===== src/rtl/seg7_scan_if.sv =====
// Segment-image bus between the display producer and the scan multiplexer.
// The producer drives enable and the image; the mux drives the scanned board lines.
interface seg7_scan_if #(
    parameter int DISPLAY_COUNT = 6,
    parameter int SEG_WIDTH     = 8
);
    localparam int DIGIT_W = (DISPLAY_COUNT > 1) ? $clog2(DISPLAY_COUNT) : 1;

    logic                                    enable_i;
    logic [DISPLAY_COUNT-1:0][SEG_WIDTH-1:0] seg7_i;
    logic [DISPLAY_COUNT-1:0]                anode_o;
    logic [SEG_WIDTH-1:0]                    seg_o;
    logic [DIGIT_W-1:0]                      digit_o;
    logic                                    frame_start_o;

    modport master (
        output enable_i,
        output seg7_i,
        input  anode_o,
        input  seg_o,
        input  digit_o,
        input  frame_start_o
    );

    modport slave (
        input  enable_i,
        input  seg7_i,
        output anode_o,
        output seg_o,
        output digit_o,
        output frame_start_o
    );
endinterface


===== src/rtl/seg7_scan_mux.sv =====
// Time-multiplexes a snapshotted DISPLAY_COUNT-digit segment image onto one shared
// segment bus with per-digit anode selects and an all-off gap before each digit.
module seg7_scan_mux #(
    parameter int DISPLAY_COUNT    = 6,
    parameter int SEG_WIDTH        = 8,
    parameter int DWELL_CYCLES     = 1000,
    parameter int BLANK_CYCLES     = 16,
    parameter int ANODE_ACTIVE_LOW = 1,
    parameter int SEG_ACTIVE_LOW   = 1
) (
    input  logic       clk_i,
    input  logic       rst_ni,
    seg7_scan_if.slave bus
);
    localparam int DIGIT_W = (DISPLAY_COUNT > 1) ? $clog2(DISPLAY_COUNT) : 1;
    localparam int MAX_CNT = (DWELL_CYCLES > BLANK_CYCLES) ? DWELL_CYCLES : BLANK_CYCLES;
    localparam int CNT_W   = (MAX_CNT > 0) ? $clog2(MAX_CNT + 1) : 1;

    localparam logic [CNT_W-1:0]   DWELL_LAST = CNT_W'(DWELL_CYCLES - 1);
    localparam logic [CNT_W-1:0]   BLANK_LAST = CNT_W'((BLANK_CYCLES > 0) ? (BLANK_CYCLES - 1) : 0);
    localparam logic [DIGIT_W-1:0] LAST_DIGIT = DIGIT_W'(DISPLAY_COUNT - 1);
    localparam logic               ANODE_OFF  = (ANODE_ACTIVE_LOW != 0);
    localparam logic               SEG_OFF    = (SEG_ACTIVE_LOW != 0);

    typedef enum logic [1:0] {
        ST_IDLE  = 2'd0,
        ST_BLANK = 2'd1,
        ST_SHOW  = 2'd2
    } state_t;

    // Entry state for each digit slot: skip the gap when blanking is disabled.
    localparam state_t SLOT_ENTRY = (BLANK_CYCLES == 0) ? ST_SHOW : ST_BLANK;

    state_t                                  state_r, state_s;
    logic [CNT_W-1:0]                        cnt_r, cnt_s;
    logic [DIGIT_W-1:0]                      digit_r, digit_s;
    logic [DISPLAY_COUNT-1:0][SEG_WIDTH-1:0] frame_r, frame_s;
    logic                                    snap_s;
    logic                                    frame_start_r;
    logic [DISPLAY_COUNT-1:0]                anode_r, anode_s;
    logic [SEG_WIDTH-1:0]                    seg_r, seg_s;

    function automatic logic [SEG_WIDTH-1:0] seg_drive(input logic [SEG_WIDTH-1:0] lit);
        return lit ^ {SEG_WIDTH{SEG_OFF}};
    endfunction

    // Next-state, counter, digit and snapshot logic.
    always_comb begin
        state_s = state_r;
        cnt_s   = cnt_r;
        digit_s = digit_r;
        frame_s = frame_r;
        snap_s  = 1'b0;
        if (!bus.enable_i) begin
            state_s = ST_IDLE;
            cnt_s   = '0;
            digit_s = '0;
        end else begin
            case (state_r)
                ST_IDLE: begin
                    frame_s = bus.seg7_i;
                    snap_s  = 1'b1;
                    digit_s = '0;
                    cnt_s   = '0;
                    state_s = SLOT_ENTRY;
                end
                ST_BLANK: begin
                    if (cnt_r == BLANK_LAST) begin
                        cnt_s   = '0;
                        state_s = ST_SHOW;
                    end else begin
                        cnt_s = cnt_r + CNT_W'(1);
                    end
                end
                ST_SHOW: begin
                    if (cnt_r == DWELL_LAST) begin
                        cnt_s   = '0;
                        state_s = SLOT_ENTRY;
                        if (digit_r == LAST_DIGIT) begin
                            // Frame wrap: re-snapshot so the new image starts cleanly at digit 0.
                            digit_s = '0;
                            frame_s = bus.seg7_i;
                            snap_s  = 1'b1;
                        end else begin
                            digit_s = digit_r + DIGIT_W'(1);
                        end
                    end else begin
                        cnt_s = cnt_r + CNT_W'(1);
                    end
                end
                default: begin
                    state_s = ST_IDLE;
                    cnt_s   = '0;
                    digit_s = '0;
                end
            endcase
        end
    end

    // Output values for the coming cycle, derived from the next state so outputs stay registered.
    always_comb begin
        anode_s = {DISPLAY_COUNT{ANODE_OFF}};
        seg_s   = {SEG_WIDTH{SEG_OFF}};
        if (state_s == ST_SHOW) begin
            anode_s[digit_s] = ~ANODE_OFF;
            seg_s            = seg_drive(frame_s[digit_s]);
        end else begin
            anode_s = {DISPLAY_COUNT{ANODE_OFF}};
        end
    end

    // State, counter, frame buffer and output registers.
    always_ff @(posedge clk_i or negedge rst_ni) begin
        if (!rst_ni) begin
            state_r       <= ST_IDLE;
            cnt_r         <= '0;
            digit_r       <= '0;
            frame_r       <= '0;
            frame_start_r <= 1'b0;
            anode_r       <= {DISPLAY_COUNT{ANODE_OFF}};
            seg_r         <= {SEG_WIDTH{SEG_OFF}};
        end else begin
            state_r       <= state_s;
            cnt_r         <= cnt_s;
            digit_r       <= digit_s;
            frame_r       <= frame_s;
            frame_start_r <= snap_s;
            anode_r       <= anode_s;
            seg_r         <= seg_s;
        end
    end

    assign bus.anode_o       = anode_r;
    assign bus.seg_o         = seg_r;
    assign bus.digit_o       = digit_r;
    assign bus.frame_start_o = frame_start_r;
endmodule


===== src/flat_wrapper.sv =====
// flat-port wrapper written by rule: the top's interface ports become plain ports
module seg7_scan_mux_flat 
#(
    parameter int DISPLAY_COUNT    = 6,
    parameter int SEG_WIDTH        = 8,
    parameter int DWELL_CYCLES     = 1000,
    parameter int BLANK_CYCLES     = 16,
    parameter int ANODE_ACTIVE_LOW = 1,
    parameter int SEG_ACTIVE_LOW   = 1
)
  (clk_i, rst_ni, bus_enable_i, bus_seg7_i, bus_anode_o, bus_seg_o, bus_digit_o, bus_frame_start_o);
  seg7_scan_if #(.DISPLAY_COUNT(DISPLAY_COUNT), .SEG_WIDTH(SEG_WIDTH)) bus_i ();
  input  logic clk_i;
  input  logic rst_ni;
  input wire logic [$bits(bus_i.enable_i)-1:0] bus_enable_i;
  input wire logic [$bits(bus_i.seg7_i)-1:0] bus_seg7_i;
  output wire logic [$bits(bus_i.anode_o)-1:0] bus_anode_o;
  output wire logic [$bits(bus_i.seg_o)-1:0] bus_seg_o;
  output wire logic [$bits(bus_i.digit_o)-1:0] bus_digit_o;
  output wire logic [$bits(bus_i.frame_start_o)-1:0] bus_frame_start_o;
  assign bus_i.enable_i = bus_enable_i;
  assign bus_i.seg7_i = bus_seg7_i;
  assign bus_anode_o = bus_i.anode_o;
  assign bus_seg_o = bus_i.seg_o;
  assign bus_digit_o = bus_i.digit_o;
  assign bus_frame_start_o = bus_i.frame_start_o;
  seg7_scan_mux #(.DISPLAY_COUNT(DISPLAY_COUNT), .SEG_WIDTH(SEG_WIDTH), .DWELL_CYCLES(DWELL_CYCLES), .BLANK_CYCLES(BLANK_CYCLES), .ANODE_ACTIVE_LOW(ANODE_ACTIVE_LOW), .SEG_ACTIVE_LOW(SEG_ACTIVE_LOW)) u_core (.clk_i(clk_i), .rst_ni(rst_ni), .bus(bus_i));
endmodule

===== config.mk =====
export PLATFORM = sky130hd
export DESIGN_NAME = seg7_scan_mux_flat
export DESIGN_NICKNAME = d
export VERILOG_FILES = /design/src/rtl/seg7_scan_if.sv /design/src/rtl/seg7_scan_mux.sv /design/src/flat_wrapper.sv
export SDC_FILE = /design/constraint.sdc
export NUM_CORES = 1
export LEC_CHECK = 0
export ABC_AREA = 1
export CAP_MARGIN = 0
export CORE_MARGIN = 4
export CORE_UTILIZATION = 55
export DETAILED_ROUTE_END_ITERATION = 10
export PLACE_DENSITY = 0.9
export REMOVE_ABC_BUFFERS = 1
export SLEW_MARGIN = 25
export SYNTH_ARGS = -nofsm -noshare
export SYNTH_HDL_FRONTEND = slang
export SYNTH_SLANG_ARGS = --single-unit

===== constraint.sdc =====
create_clock -name clk_i -period 2.6 [get_ports clk_i]
set_input_delay 0.52 -clock clk_i [delete_from_list [all_inputs] [get_ports clk_i]]
set_output_delay 0.52 -clock clk_i [all_outputs]
set_load 0.05 [all_outputs]

Word-level counts from Yosys, hierarchy flattened
Cells that the tools add are included.
W data, S select, Z words.
- input port bits: 51
- bits in registers: 78
- word-level logic and storage cells: 52
- output and inout bits: 18
- magnitude comparators: 2
- eq/ne operators: 6
- muxes and demuxes: 26
- bitwise operators: 2
- add/subtract/negate cells: 2
- reduce and logical (&&, ||, !) cells: 2
- operators with widths (kind ; number):
    $mux W48 ; 3
    $pmux W48 S2 ; 1
    $mux W10 ; 3
    $bmux W8 S3 ; 1
    $pmux W10 S2 ; 1
    $mux W8 ; 2
    $add A10 B1 Y10 const B ; 1
    $eq A10 B10 Y1 const B ; 1
    $eq A10 B4 Y1 const B ; 1
    $mux W3 ; 3
    $not A8 Y8 ; 1
    $mux W2 ; 3
    $mux W6 ; 1
    $not A6 Y6 ; 1
    $pmux W2 S3 ; 1
    $pmux W3 S2 ; 1
    $eq A2 B2 Y1 const B ; 2
    $lt A3 B4 Y1 const B ; 1
    $mux W1 ; 4
    $add A3 B1 Y3 const B ; 1
    $demux W1 S3 ; 1
    $eq A3 B3 Y1 const B ; 1
    $ge A3 B1 Y1 const B ; 1
    $eq A2 B1 Y1 const B ; 1
    other kinds (3) ; 3

Longest topological paths before layout
- depth in word-level cells: 11
- mapped depth: 16
- depth with buffers taken out: 15

Worst setup path before layout
OpenSTA, ideal clock, no wires.
- path kind: reg2reg
- start: register u_core.digit_r[2], in the netlist u_core.bus.digit_o[2]
- end: register u_core.seg_r[7], in the netlist u_core.bus.seg_o[7]
- period minus slack after synthesis: 2034 ps
- data required time: 2517 ps
- arrival time: 1951 ps
- cell stages (with the launch flop): 12
- setup time: 83 ps
- path slack: 566 ps
- path buffers: 2
- cell sequence: dfrtp_1 > buf_2 > nand3_4 > inv_4 > nand4_1 > nand2_2 > buf_6 > nand3_1 > nand3_1 > nand2_1 > o21ai_1 > nand3_1
- cells in the longest elaborated chain, start to end: 9
- RTL lines (element ; line ; RTL):
    start, declared ; seg7_scan_mux.sv:36 ; logic [DIGIT_W-1:0] digit_r, digit_s;
    start signal, assigned ; seg7_scan_mux.sv:125 ; digit_r <= digit_s;
    $add A3 B1 Y3 / $eq A3 B3 Y1 (equally long branches) ; seg7_scan_mux.sv:85, seg7_scan_mux.sv:79 ;
    $mux W3 / $mux W48 (equally long branches) ; seg7_scan_mux.sv:79 ; if (digit_r == LAST_DIGIT) begin
    $mux W3 / $mux W48 (equally long branches) ; seg7_scan_mux.sv:76 ; if (cnt_r == DWELL_LAST) begin
    $pmux W3 S2 / $pmux W48 S2 (equally long branches) ; seg7_scan_mux.sv:59 ; case (state_r)
    $mux W3 / $mux W48 (equally long branches) ; seg7_scan_mux.sv:54 ; if (!bus.enable_i) begin
    $bmux W8 S3 (*) ; seg7_scan_mux.sv:106 ; seg_s = seg_drive(frame_s[digit_s]);
    $mux W8 (implied by the code) (*) ; seg7_scan_mux.sv:106 ;
    $not A8 Y8 (no line) (*) ; - ;
    $mux W8 (*) ; seg7_scan_mux.sv:104 ; if (state_s == ST_SHOW) begin
    via u_core.seg_s[7] ; seg7_scan_mux.sv:41 ; logic [SEG_WIDTH-1:0] seg_r, seg_s;
    end signal, assigned ; seg7_scan_mux.sv:121 ; seg_r <= {SEG_WIDTH{SEG_OFF}};
    end signal, assigned ; seg7_scan_mux.sv:129 ; seg_r <= seg_s;
    end, declared ; seg7_scan_mux.sv:41 ;
Mark *: on every way through the listed nets, which the timed path passes. The rest lies on a longest branch. The select of a mux whose other input is x is not followed.

Worst setup path in the final report
- start: register u_core.digit_r[2], in the netlist u_core.bus.digit_o[2]
- end: output port bus_digit_o[2]
- RTL lines (element ; line ; RTL):
    end, declared ; flat_wrapper.sv:19 ; output wire logic [$bits(bus_i.digit_o)-1:0] bus_digit_o;
No word-level cell between the ends.

==> run metrics <==
status=complete, no violations; Lkg Pwr=0.002858 µW; vias per cell=5.654; GPL Wtd Cong=0.8847; io pins=69; DR pass1 iterations=8; dpl hpwl=9096 µm; Post-Place Setup Slack=0.1179 ns; post-synthesis instance area=4783 µm²; Net Sw Frac=29.30%; first-pass GRT wire length=22430 µm; P per Cell Area=500.2 nW/µm²; # DRC=0; Final nets=815; kind of critical path=reg2out; max cap viols=0; drt wl/cell=15.33 µm; Psw=848.3 µW; Slew headroom=57.53%; critical path startpoint=u_core.bus.digit_o[2]; H-tree Lvls=3; maximum vdd drop=0.2597 mV; Comb power frac=19.9%; core area=8341 µm²; nature of the critical path endpoint=output pin; Hold/Removal Path Class=in2async; sequential share of the synthesized area=41.17%; Clock Sinks=78; I/O Buffers=68; fillers=643; share of cells above drive strength 1=11.91%; worst setup margin=0.1939 ns; Routed Wire Length=13320 µm; antenna diode count=0; CTS tree=built; num rows=33; Final Cell Area=5788 µm²; Max Fclk=0.4156 GHz; Initial Util=57.35%; Mapped Cells=692; Worst-path clk slew=0.09 ns; CP required=2.08 ns; Worst Path Buf+Inv=1; synthesized flop and latch total=78; slowest cell on the critical path=clkdlybuf4s50_1; setup violators final=0; internal power=2047 µW; worst-case clock skew=0.01215 ns; root buffer cell=clkbuf_8; unrepaired setup endpoints after global routing=no; Final Hold Fails=0; Seq pwr share=47.8%; syn_area_per_cell=6.912 µm²; worst skew pair latency=0.36 ns; largest fanout on the critical path=10; slowest stage delay, CP=0.89 ns; Netlist cell types=36; total track usage=27.32%; Post-DP Area=5583 µm²; Worst-Margin Slew=0.6312 ns; GR Overflow Total=0; DR iter-0 viols=443; count of final max-slew check failures=0; CTS Buffer Depth=2; Layout Cells excl Fill=869; die width=101.3 µm; Warnings, synthesis=0; initial antenna violation count=0; Arr. time, crit path=1.89 ns; Area growth syn-to-layout=21.00%; R2R Path Start=u_core.state_r[0]; Layout Utilization=69.40%; Cells after DPL=853; crit start category=flip-flop; via count=4913; largest net degree at the start of global routing=79; Die Y=101.3 µm; vias in the first global route=4844; Num CTS Buffers=9; Largest delay share family, worst path=buffers and inverters; CP cell instances=clkdlybuf4s50_1; Detail Route Antenna Nets=0; Post-CTS Setup Repair Bufs=0; Clock power frac=32.3%; die area=10250 µm²; min Tclk post-route=2.406 ns; final worst path period share=92.54%
[synthesized netlist by cell type, drive strengths merged]
cell type    n  area, µm²
ha           5      62.56
nor3b        2      15.01
or2         21      131.4
nand3       86      465.4
o21ai       10      53.80
inv         48      182.7
nor4         1      6.260
nand2      320       1241
nor3         2      10.01
a21boi       9      67.56
nor2        37      163.9
clkinv       1      5.000
a21oi       26      133.9
o22ai        4      25.02
dfrtp       64       1602
nand4        9      56.30
dfstp       14      367.9
buf         20      126.4
xor2         3      26.28
clkbuf       9      33.78
o21bai       1      7.510
[final timing paths]
kind	end	slack, ns	cells after the start
worst max-delay path	bus_digit_o[2]	0.19	1
worst min-delay path	u_core.frame_r[20]	0.19	2
worst max register to register	u_core.bus.seg_o[7]	0.22	11
worst min register to register	u_core.cnt_r[0]	0.47	1
max in group asynchronous	u_core.bus.seg_o[2]	2.07	2
min in group clk_i	u_core.cnt_r[0]	0.47	1
[area by class of cell]
class / instances / area, µm² / area share, %
flip-flops and latches: 78 / 1969 / 34.03
clock buffers: 11 / 141.4 / 2.443
inverters: 49 / 187.7 / 3.243
clock inverters: 5 / 58.81 / 1.016
multi-input cells: 536 / 2471 / 42.69
well taps: 105 / 131.4 / 2.270
repair buffers: 85 / 828.3 / 14.31
[per-layer routing]
layer  vias to the layer above  track usage (%)  routed length (µm)
li1                       2327                -                   -
met1                      2286            35.64                5353
met2                       260            44.87                6498
met3                        40            5.372                1117
met4                         0            10.84                 354
met5                         -                0                   0
[cell usage in the layout, fill, tap and decap left out, types with 5 or more instances in the layout]
| master | netlist | final |
|---|---|---|
| dfstp_2 | 14 | 14 |
| a21boi_0 | 9 | 9 |
| nor2_1 | 33 | 33 |
| a21oi_1 | 25 | 25 |
| o21ai_1 | 5 | 5 |
| nand4_1 | 9 | 9 |
| buf_4 | 4 | 15 |
| dfrtp_1 | 64 | 64 |
| nand3_1 | 82 | 82 |
| clkbuf_8 | 0 | 10 |
| or2_2 | 16 | 16 |
| or2_0 | 5 | 5 |
| nand2_2 | 10 | 9 |
| clkdlybuf4s50_1 | 0 | 67 |
| nand2_1 | 308 | 308 |
| ha_1 | 5 | 5 |
| inv_1 | 43 | 43 |
[registers in the layout, summed over array words and instances, names as in the netlist]
register and flops:
u_core.frame_r 48, u_core.cnt_r 10, u_core.bus.seg_o 8, u_core.bus.anode_o 6, u_core.bus.digit_o 3, u_core.state_r 2, u_core.bus.frame_start_o 1
[stage by stage]
stage	total power (µW)	hold WS, ns	TNS [ns]
2_1_floorplan	1745	0.2244	-1.301
3_3_place_gp	1933	0.4448	0
3_5_place_dp	1966	0.4581	0
4_1_cts	2878	0.2130	0
5_1_grt	3041	0.2134	0
6_report	2895	0.1851	0
[timing repair]
action / 4_1_cts / 5_1_grt
resized for setup: 0 / 1
hold buffers: 0 / 0
endpoints found under the hold margin: 0 / 0
endpoints found under the setup margin: 0 / 1
[cell families after synthesis]
kind of cell             Yosys count  share of synthesized area (%)
flip-flops                        78                          41.17
XOR/XNOR                           3                         0.5494
AO/OA/AOI/OAI                     50                          6.016
adder cells (fa/ha/maj)            5                          1.308
buffers and inverters             78                          7.271
AND/OR/NAND/NOR                  478                          43.68
[power groups by stage]
| stage | Clock, µW | Combinational, µW | Sequential [µW] |
|---|---|---|---|
| global route | 989 | 655 | 1400 |
| detailed placement | 0 | 561 | 1410 |
| finish | 934 | 576 | 1390 |
| global placement | 0 | 536 | 1400 |
| CTS | 925 | 570 | 1380 |
| floorplan | 0 | 352 | 1390 |
Note: power is estimated with default switching activity, not from simulation.
